**src/rtl/memory_stage.sv**
```systemverilog
// Y86-64 memory stage: decodes the access from icode, runs one req/ack data-memory
// transaction at a time and hands the result to writeback over a valid/ready handshake.
module memory_stage #(
  parameter int ADDR_W      = 64,
  parameter int MEM_BYTES   = 8192,
  parameter int ACK_TIMEOUT = 16
) (
  input  logic              clk,
  input  logic              rst_n,
  input  logic              in_valid,
  output logic              in_ready,
  input  logic [3:0]        in_icode,
  input  logic [2:0]        in_stat,
  input  logic [63:0]       in_valE,
  input  logic [63:0]       in_valA,
  input  logic [63:0]       in_valP,
  input  logic              in_cnd,
  input  logic [3:0]        in_dstE,
  input  logic [3:0]        in_dstM,
  output logic              mem_req,
  output logic              mem_we,
  output logic [ADDR_W-1:0] mem_addr,
  output logic [63:0]       mem_wdata,
  input  logic              mem_ack,
  input  logic [63:0]       mem_rdata,
  output logic              out_valid,
  input  logic              out_ready,
  output logic [3:0]        out_icode,
  output logic [2:0]        out_stat,
  output logic [63:0]       out_valE,
  output logic [63:0]       out_valM,
  output logic              out_cnd,
  output logic [3:0]        out_dstE,
  output logic [3:0]        out_dstM
);

  localparam int          CNT_W     = $clog2(ACK_TIMEOUT + 1);
  localparam logic [CNT_W-1:0] CNT_LAST = CNT_W'(ACK_TIMEOUT - 1);
  localparam logic [63:0] LAST_ADDR = 64'(MEM_BYTES - 8);
  localparam logic [2:0]  STAT_AOK  = 3'd1;
  localparam logic [2:0]  STAT_HLT  = 3'd2;
  localparam logic [2:0]  STAT_ADR  = 3'd3;
  localparam logic [2:0]  STAT_INS  = 3'd4;
  localparam logic [3:0]  REG_NONE  = 4'd15;

  typedef enum logic [1:0] {
    ST_IDLE = 2'd0,
    ST_MEM  = 2'd1,
    ST_DONE = 2'd2
  } state_t;

  state_t              r_state;
  logic                r_in_ready;
  logic                r_mem_req;
  logic                r_mem_we;
  logic [ADDR_W-1:0]   r_mem_addr;
  logic [63:0]         r_mem_wdata;
  logic                r_out_valid;
  logic [3:0]          r_out_icode;
  logic [2:0]          r_out_stat;
  logic [63:0]         r_out_valE;
  logic [63:0]         r_out_valM;
  logic                r_out_cnd;
  logic [3:0]          r_out_dstE;
  logic [3:0]          r_out_dstM;
  logic                r_is_read;
  logic [CNT_W-1:0]    r_cnt;

  logic                w_is_write;
  logic                w_is_read;
  logic [63:0]         w_addr;
  logic [63:0]         w_wdata;
  logic                w_access;
  logic                w_oob;
  logic                w_go_mem;
  logic [2:0]          w_cap_stat;

  // Access decode and capture-time status for the instruction offered by execute.
  always_comb begin
    w_is_write = 1'b0;
    w_is_read  = 1'b0;
    w_addr     = in_valE;
    w_wdata    = in_valA;
    case (in_icode)
      4'd4, 4'd10: w_is_write = 1'b1;
      4'd8: begin
        w_is_write = 1'b1;
        w_wdata    = in_valP;
      end
      4'd5: w_is_read = 1'b1;
      4'd9, 4'd11: begin
        w_is_read = 1'b1;
        w_addr    = in_valA;
      end
      default: begin
        w_is_write = 1'b0;
        w_is_read  = 1'b0;
      end
    endcase
    w_access = w_is_write | w_is_read;
    // Unsigned compare, so addresses that would wrap past 2^64 are rejected too.
    w_oob    = (w_addr > LAST_ADDR);
    if (in_stat != STAT_AOK) begin
      w_cap_stat = in_stat;
    end else if (w_access && w_oob) begin
      w_cap_stat = STAT_ADR;
    end else if (in_icode == 4'd0) begin
      w_cap_stat = STAT_HLT;
    end else if (in_icode > 4'd11) begin
      w_cap_stat = STAT_INS;
    end else begin
      w_cap_stat = STAT_AOK;
    end
    w_go_mem = (in_stat == STAT_AOK) && w_access && !w_oob;
  end

  // Stage control FSM with all handshake, memory and result outputs registered.
  always_ff @(posedge clk or negedge rst_n) begin
    if (!rst_n) begin
      r_state     <= ST_IDLE;
      r_in_ready  <= 1'b1;
      r_mem_req   <= 1'b0;
      r_mem_we    <= 1'b0;
      r_mem_addr  <= '0;
      r_mem_wdata <= 64'd0;
      r_out_valid <= 1'b0;
      r_out_icode <= 4'd0;
      r_out_stat  <= STAT_AOK;
      r_out_valE  <= 64'd0;
      r_out_valM  <= 64'd0;
      r_out_cnd   <= 1'b0;
      r_out_dstE  <= REG_NONE;
      r_out_dstM  <= REG_NONE;
      r_is_read   <= 1'b0;
      r_cnt       <= '0;
    end else begin
      case (r_state)
        ST_IDLE: begin
          if (in_valid) begin
            r_in_ready  <= 1'b0;
            r_out_icode <= in_icode;
            r_out_stat  <= w_cap_stat;
            r_out_valE  <= in_valE;
            r_out_valM  <= 64'd0;
            r_out_cnd   <= in_cnd;
            r_out_dstE  <= (in_icode == 4'd2 && !in_cnd) ? REG_NONE : in_dstE;
            r_out_dstM  <= in_dstM;
            r_is_read   <= w_is_read;
            r_cnt       <= '0;
            if (w_go_mem) begin
              r_state     <= ST_MEM;
              r_mem_req   <= 1'b1;
              r_mem_we    <= w_is_write;
              r_mem_addr  <= w_addr[ADDR_W-1:0];
              r_mem_wdata <= w_wdata;
            end else begin
              r_state     <= ST_DONE;
              r_out_valid <= 1'b1;
            end
          end
        end
        ST_MEM: begin
          // An ack arriving in the last allowed cycle still counts as success.
          if (mem_ack) begin
            if (r_is_read) begin
              r_out_valM <= mem_rdata;
            end
            r_out_stat  <= STAT_AOK;
            r_state     <= ST_DONE;
            r_mem_req   <= 1'b0;
            r_mem_we    <= 1'b0;
            r_out_valid <= 1'b1;
          end else if (r_cnt == CNT_LAST) begin
            r_out_stat  <= STAT_ADR;
            r_out_valM  <= 64'd0;
            r_state     <= ST_DONE;
            r_mem_req   <= 1'b0;
            r_mem_we    <= 1'b0;
            r_out_valid <= 1'b1;
          end else begin
            r_cnt <= r_cnt + 1'b1;
          end
        end
        ST_DONE: begin
          if (out_ready) begin
            r_state     <= ST_IDLE;
            r_out_valid <= 1'b0;
            r_in_ready  <= 1'b1;
          end
        end
        default: begin
          r_state     <= ST_IDLE;
          r_in_ready  <= 1'b1;
          r_mem_req   <= 1'b0;
          r_mem_we    <= 1'b0;
          r_out_valid <= 1'b0;
        end
      endcase
    end
  end

  assign in_ready  = r_in_ready;
  assign mem_req   = r_mem_req;
  assign mem_we    = r_mem_we;
  assign mem_addr  = r_mem_addr;
  assign mem_wdata = r_mem_wdata;
  assign out_valid = r_out_valid;
  assign out_icode = r_out_icode;
  assign out_stat  = r_out_stat;
  assign out_valE  = r_out_valE;
  assign out_valM  = r_out_valM;
  assign out_cnd   = r_out_cnd;
  assign out_dstE  = r_out_dstE;
  assign out_dstM  = r_out_dstM;

endmodule

```
**config.mk**
```make
export PLATFORM = sky130hd
export DESIGN_NAME = memory_stage
export DESIGN_NICKNAME = d
export VERILOG_FILES = /design/src/rtl/memory_stage.sv
export SDC_FILE = /design/constraint.sdc
export NUM_CORES = 1
export LEC_CHECK = 0
export ABC_AREA = 0
export BUFFER_PORTS_ARGS = -buffer_cell sky130_fd_sc_hd__buf_2
export CAP_MARGIN = 25
export CORE_AREA = 3 3 212 214
export DETAILED_ROUTE_END_ITERATION = 10
export DIE_AREA = 0 0 215 217
export GPL_ROUTABILITY_DRIVEN = 0
export MAX_ROUTING_LAYER = met4
export SYNTH_ARGS = -nofsm -noshare
export SYNTH_HDL_FRONTEND = slang
export SYNTH_SLANG_ARGS = --single-unit
```
**constraint.sdc**
```tcl
create_clock -name clk -period 2.6 [get_ports clk]
set_input_delay 0.39 -clock clk [delete_from_list [all_inputs] [get_ports clk]]
set_output_delay 0.39 -clock clk [all_outputs]
set_load 0.01 [all_outputs]
```
* Yosys cells after proc, flatten, opt, wreduce, memory -nomap -nowiden
Index checks and enable logic that the tools add are counted.
Word-level totals: flip-flop bits (word level) 284, input port bits 277, output and inout bits 276, word-level logic and storage cells 108
Operators by class: add/sub/neg operators 1, $lt $le $gt $ge 2, eq/ne operators 20, multiplexer cells 45, bitwise operators 3, reductions and logical operators 21
Operator list (number):
- 64-bit 2-to-1 mux | 6
- 64-bit one-hot mux with 2 select lines | 1
- 64-bit by 13-bit greater-than comparator with 1-bit output (second input constant) | 1
- 3-bit 2-to-1 mux | 7
- 4-bit equality test (second input constant) | 4
- 4-bit AND reduction | 4
- 1-bit 2-to-1 mux | 15
- 5-bit 2-to-1 mux | 3
- 2-bit != test (second input constant) | 6
- 1-bit one-hot mux with 3 select lines | 4
- 3-bit AND reduction | 4
- 2-bit 2-to-1 mux | 5
- 5-bit one-hot mux with 2 select lines | 1
- 4-bit by 3-bit equality test with 1-bit output (second input constant) | 2
- 3-bit != test (second input constant) | 2
- 2-bit one-hot mux with 3 select lines | 1
- 3-bit one-hot mux with 2 select lines | 1
- 3-bit OR reduction | 2
- 5-bit by 1-bit adder with 5-bit output (second input constant) | 1
- 5-bit by 4-bit equality test with 1-bit output (second input constant) | 1
- 4-bit by 2-bit equality test with 1-bit output (second input constant) | 1
- 4-bit greater-than comparator (second input constant) | 1
- 1-bit logical AND | 4
- 4-bit zero test | 1
- 12 further kinds | 14

* Logic depth before layout (Yosys ltp)
word-level depth 9, mapped depth 12, mapped depth without buffers 9

* Least setup slack after synthesis
OpenSTA, ideal clock, no wires.
kind input to register, start input in_icode[2], end register r_mem_addr[0], in the netlist mem_addr[0], library setup time 127 ps, data arrival time 2343 ps, required time 2473 ps, setup slack 129 ps, stages on the path 9, path buffers 3, cells stage by stage buf_2 nand3b_4 or4_1 nor3_2 o221ai_2 nor3_2 buf_4 buf_6 mux2_1
Between the ends: word-level cells in the longest chain between the ends 7, elaborated cells on any way between the ends 18, classes of those cells 1 x order compare; 6 x eq/ne; 3 x mux; 1 x bitwise; 7 x reduce/logical
RTL lines:
- start, declared | RTL line 12 | input logic [3:0] in_icode,
- 4-bit equality test or 4-bit by 3-bit equality test with 1-bit output (tied branches) | RTL line 84 | case (in_icode)
- 2-bit OR reduction or 3-bit OR reduction (tied branches)
- 64-bit 2-to-1 mux or 1-bit 2-to-1 mux (tied branches) | RTL line 84
- 64-bit by 13-bit greater-than comparator with 1-bit output or 1-bit OR (tied branches) | RTL line 102, 100
- 1-bit zero test or 1-bit logical AND (tied branches) | RTL line 114 | w_go_mem = (in_stat == STAT_AOK) && w_access && !w_oob;
- 1-bit logical AND | RTL line 114
- 3-bit AND reduction (no source line)
- end signal, assigned | RTL line 154 | r_mem_addr <= w_addr[ADDR_W-1:0];
- end, declared | RTL line 56 | logic [ADDR_W-1:0] r_mem_addr;
Parallel ways exist; a longest one is shown, timed or not. A chain may end at the register's enable or synchronous reset.

* Worst setup path in the final report
start input in_icode[3], end register r_mem_wdata[33], in the netlist mem_wdata[33]
Between the ends: word-level cells in the longest chain between the ends 7, elaborated cells on any way between the ends 19, classes of those cells 1 x order compare; 6 x eq/ne; 4 x mux; 1 x bitwise; 7 x reduce/logical
RTL lines:
- 4-bit equality test or 4-bit by 3-bit equality test with 1-bit output (tied branches) | RTL line 84
- 2-bit OR reduction or 3-bit OR reduction (tied branches)
- 64-bit 2-to-1 mux or 1-bit 2-to-1 mux (tied branches) | RTL line 84
- 64-bit by 13-bit greater-than comparator with 1-bit output or 1-bit OR (tied branches) | RTL line 102, 100
- 1-bit zero test or 1-bit logical AND (tied branches) | RTL line 114
- 1-bit logical AND | RTL line 114
- 3-bit AND reduction (no source line)
- end signal, assigned | RTL line 155 | r_mem_wdata <= w_wdata;
- end, declared | RTL line 57 | logic [63:0] r_mem_wdata;
Parallel ways exist; a longest one is shown, timed or not.

==> metrics.txt <==
remaining global-route overflow=0; cell row count=76; area occupied by multi-input gates=between 4000 and 5000 µm²; R2R depth=9; synthesized area per cell=~11 µm²; Setup CP Type=in -> reg; Clock Sinks=284; Final min period=~2.5 ns; initial antenna violation count=6; Area contributors post-synth=dfrtp_1 58%, nand2_1 11%, mux2_2 9.1%, mux2_1 5.5%, o21ai_0 3.0%; Yosys cell types=between 40 and 50; Hold Crit Class=in -> reg; Hold Worst Slack=~0.051 ns; HPWL after DPL=approximately 32 mm; Tot GR Track Use=0.176; Vias=10300; Synth warnings=0; Max Clock Freq=~400 MHz; maximum fanout along the worst path=17; critical path arrival=about 2.9 ns; Setup Skew=~0.017 ns; vias in the first global route=between 10000 and 15000; Final Util=0.393; Die H=between 200 and 250 µm; Post-Synthesis Cells=approximately 1100; final setup margin=roughly 0.13 ns; pwr dens=approximately 660 nW/µm²; CTS tree=done; Initial Utilization=0.276; Hold Vio Cnt, Final=0; die width=215 µm; FF-to-FF End=out_valM[61]; Slew @ Worst Pin=a little under 0.7 ns; area leader, netlist=dfrtp_1; Synth Register Bits=~280; first-pass GRT wire length=62.2 mm; die area=approximately 47000 µm²; hold path start=in_dstM[1]; routed vias/inst=~4.5; WL final=41.1 mm; num ports=553; Worst Hold End=out_dstM[1]; CTS root buf=clkbuf_16; pin count of the biggest net entering global routing=76; max_cap viols=0; setup repair after global routing missed its margin=false; Area Growth Syn to Fin=42.2%; Overall Power=around 11000 µW; area share of the largest cell type after synthesis=0.576; mapped cell area=11900 µm²; cell mode on critical path=buf_4; Seq/Total Area, Yosys=0.598; Antenna Nets Post-Route=0; worst endpoint required time=around 3.0 ns; fraction of layout cells with a size suffix above 1=0.460; max_slew headroom=0.536; port bufs=about 550; post-route cell area=about 17000 µm²; Reg2Reg Launch Point=r_cnt[0]; Layout Nets=roughly 2000; core box area=43100 µm²; Cell Chain, Critical Path=buf_2 > nand3b_4 > buf_4 > nand4_1 > nor2_1 > o221ai_2 > nor3_4 > buf_12 > buf_4 > mux2_1; Sequential cell area=between 7000 and 8000 µm²; DP Area=15800 µm²; Inserted Clock Buffers=34; DRT Pass-1 Iters=5; startpoint types=input port; per-cell routed wire length=around 18 µm; final setup vio count=0; worst skew pair latency=around 0.54 ns; Clk pin slew, worst setup/hold paths=0.06 ns; r2r setup slk=approximately 0.29 ns; crit end category=flop; FILL cells=~4300; Post-route DRC=0; Hold Path Depth=3; H-tree levels=2; run status=completed; period utilization=0.951; initial DRC count=616; Post-Place Setup Slack=-0.569 ns; Crit path largest cell delay=between 0.4 and 0.5 ns; worst vdd rail ir drop=0.571 mV; Critical-path top delay cell=nor2_1; syn_nets=~1400; Leak=0.00925 µW; Final Slew Violations=0; CTS max path bufs=3
worst max-delay path: cells and delay by family:
| kind | cells | cell delay, ns |
|---|---|---|
| AOI/OAI and AO/OA | 1 | 0.21 |
| buffers and inverters | 4 | 0.88 |
| muxes | 1 | 0.34 |
| and+or+nand+nor | 4 | 1.01 |
routing by layer:
layer  GRT usage  vias up  part of all wire
met5           -        -                 0
li1            -     4862                 -
met1       0.211     4909              0.41
met3      0.0476       58             0.074
met4      0.0487        0             0.024
met2       0.295      426              0.49
layout make-up:
type	count	share of cell area
clock buffer	46	0.0570
clock inverter	13	0.00983
sequential	284	0.420
inverter	7	0.00155
multi-input combinational	742	0.266
antenna	6	0.000887
timing repair buffer	616	0.201
tap	585	0.0432
kinds of logic after synthesis:
family,Yosys count,synth area share
and+or+nand+nor,487,0.179
DFF,284,0.598
muxes,155,0.146
AOI/OAI and AO/OA,98,0.0470
buffers and inverters,72,0.0277
adders and majority gates,2,0.00210
sequential cells by signal (all words and copies together) (netlist names), 2 cells and up:
signal,flops
out_stat,3
out_valM,64
out_dstE,4
out_icode,4
mem_wdata,64
out_dstM,4
r_state,2
out_valE,64
mem_addr,64
r_cnt,5
how the worst max path moves through the flow:
stage | startpoint | end | slack (ns) | cells after the start
floorplan | in_icode[2] | mem_addr[0] | 0.13 | 9
global placement | in_icode[3] | mem_wdata[11] | -0.51 | 9
detailed placement | in_icode[3] | mem_wdata[33] | -0.57 | 9
CTS | r_cnt[0] | out_valM[32] | 0.04 | 9
global route | in_icode[3] | mem_wdata[53] | 0.04 | 10
finish | in_icode[3] | mem_wdata[33] | 0.13 | 10
cell usage in the layout, fill, tap and decap left out, types with 6 or more instances in the layout:
cell / netlist / final
buf_2: 9 / 551
nand2_1: 360 / 360
dfrtp_1: 274 / 274
mux2_2: 96 / 96
o21ai_0: 71 / 71
mux2_1: 58 / 58
nor2b_1: 52 / 51
buf_4: 1 / 51
clkbuf_16: 0 / 34
nor4_1: 29 / 29
buf_12: 0 / 12
dfstp_2: 10 / 10
nor2_1: 11 / 9
a21oi_1: 9 / 9
nor3_1: 9 / 9
nand4_1: 9 / 9
inv_1: 7 / 7
clkbuf_8: 0 / 7
diode_2: 0 / 6
cell usage after synthesis:
cell type	number
a32o_1	2
nand3b_4	1
nor4b_1	1
a21oi_1	9
o211ai_1	1
mux2i_1	1
nand2_1	360
o31ai_1	2
or2_2	1
nor3_2	2
nand4_1	9
o22a_1	5
a41oi_1	1
nand2b_1	3
nor3_1	9
buf_6	6
o21ai_0	71
inv_1	7
o21ai_1	1
o221ai_1	1
nor3b_1	1
nor4_1	29
clkbuf_1	46
dfrtp_1	274
buf_2	9
buf_1	3
a221o_1	1
o211a_1	1
and3_1	1
or3_1	1
ha_1	2
o221ai_2	1
mux2_1	58
dfstp_2	10
or4_1	2
nor2b_1	52
nand3_1	4
o2111ai_1	1
o22ai_1	1
mux2_2	96
nor2_1	11
buf_4	1
stage by stage:
stage / setup TNS (ns) / instances
after floorplan: 0 / 1098
after global placement: -52.15 / 2233
after detailed placement: -59.91 / 2233
after CTS: 0 / 2293
after global routing: 0 / 2299
final: 0 / 2299
timing repair:
item | in CTS | in global routing
hold buffers | 1 | 0
gates cloned | 0 | 0
resized for setup | 1 | 1
setup buffers | 0 | 0
hold endpoints to repair | 69 | 0
endpoints found under the setup margin | 10 | 59
power breakdown:
part	switching, µW	total (µW)	internal, µW
clock	1890	4800	2910
combinational	865	1470	609
sequential	139	4850	4710
total	2890	11100	8230
Power figures use the tool's default switching activity.
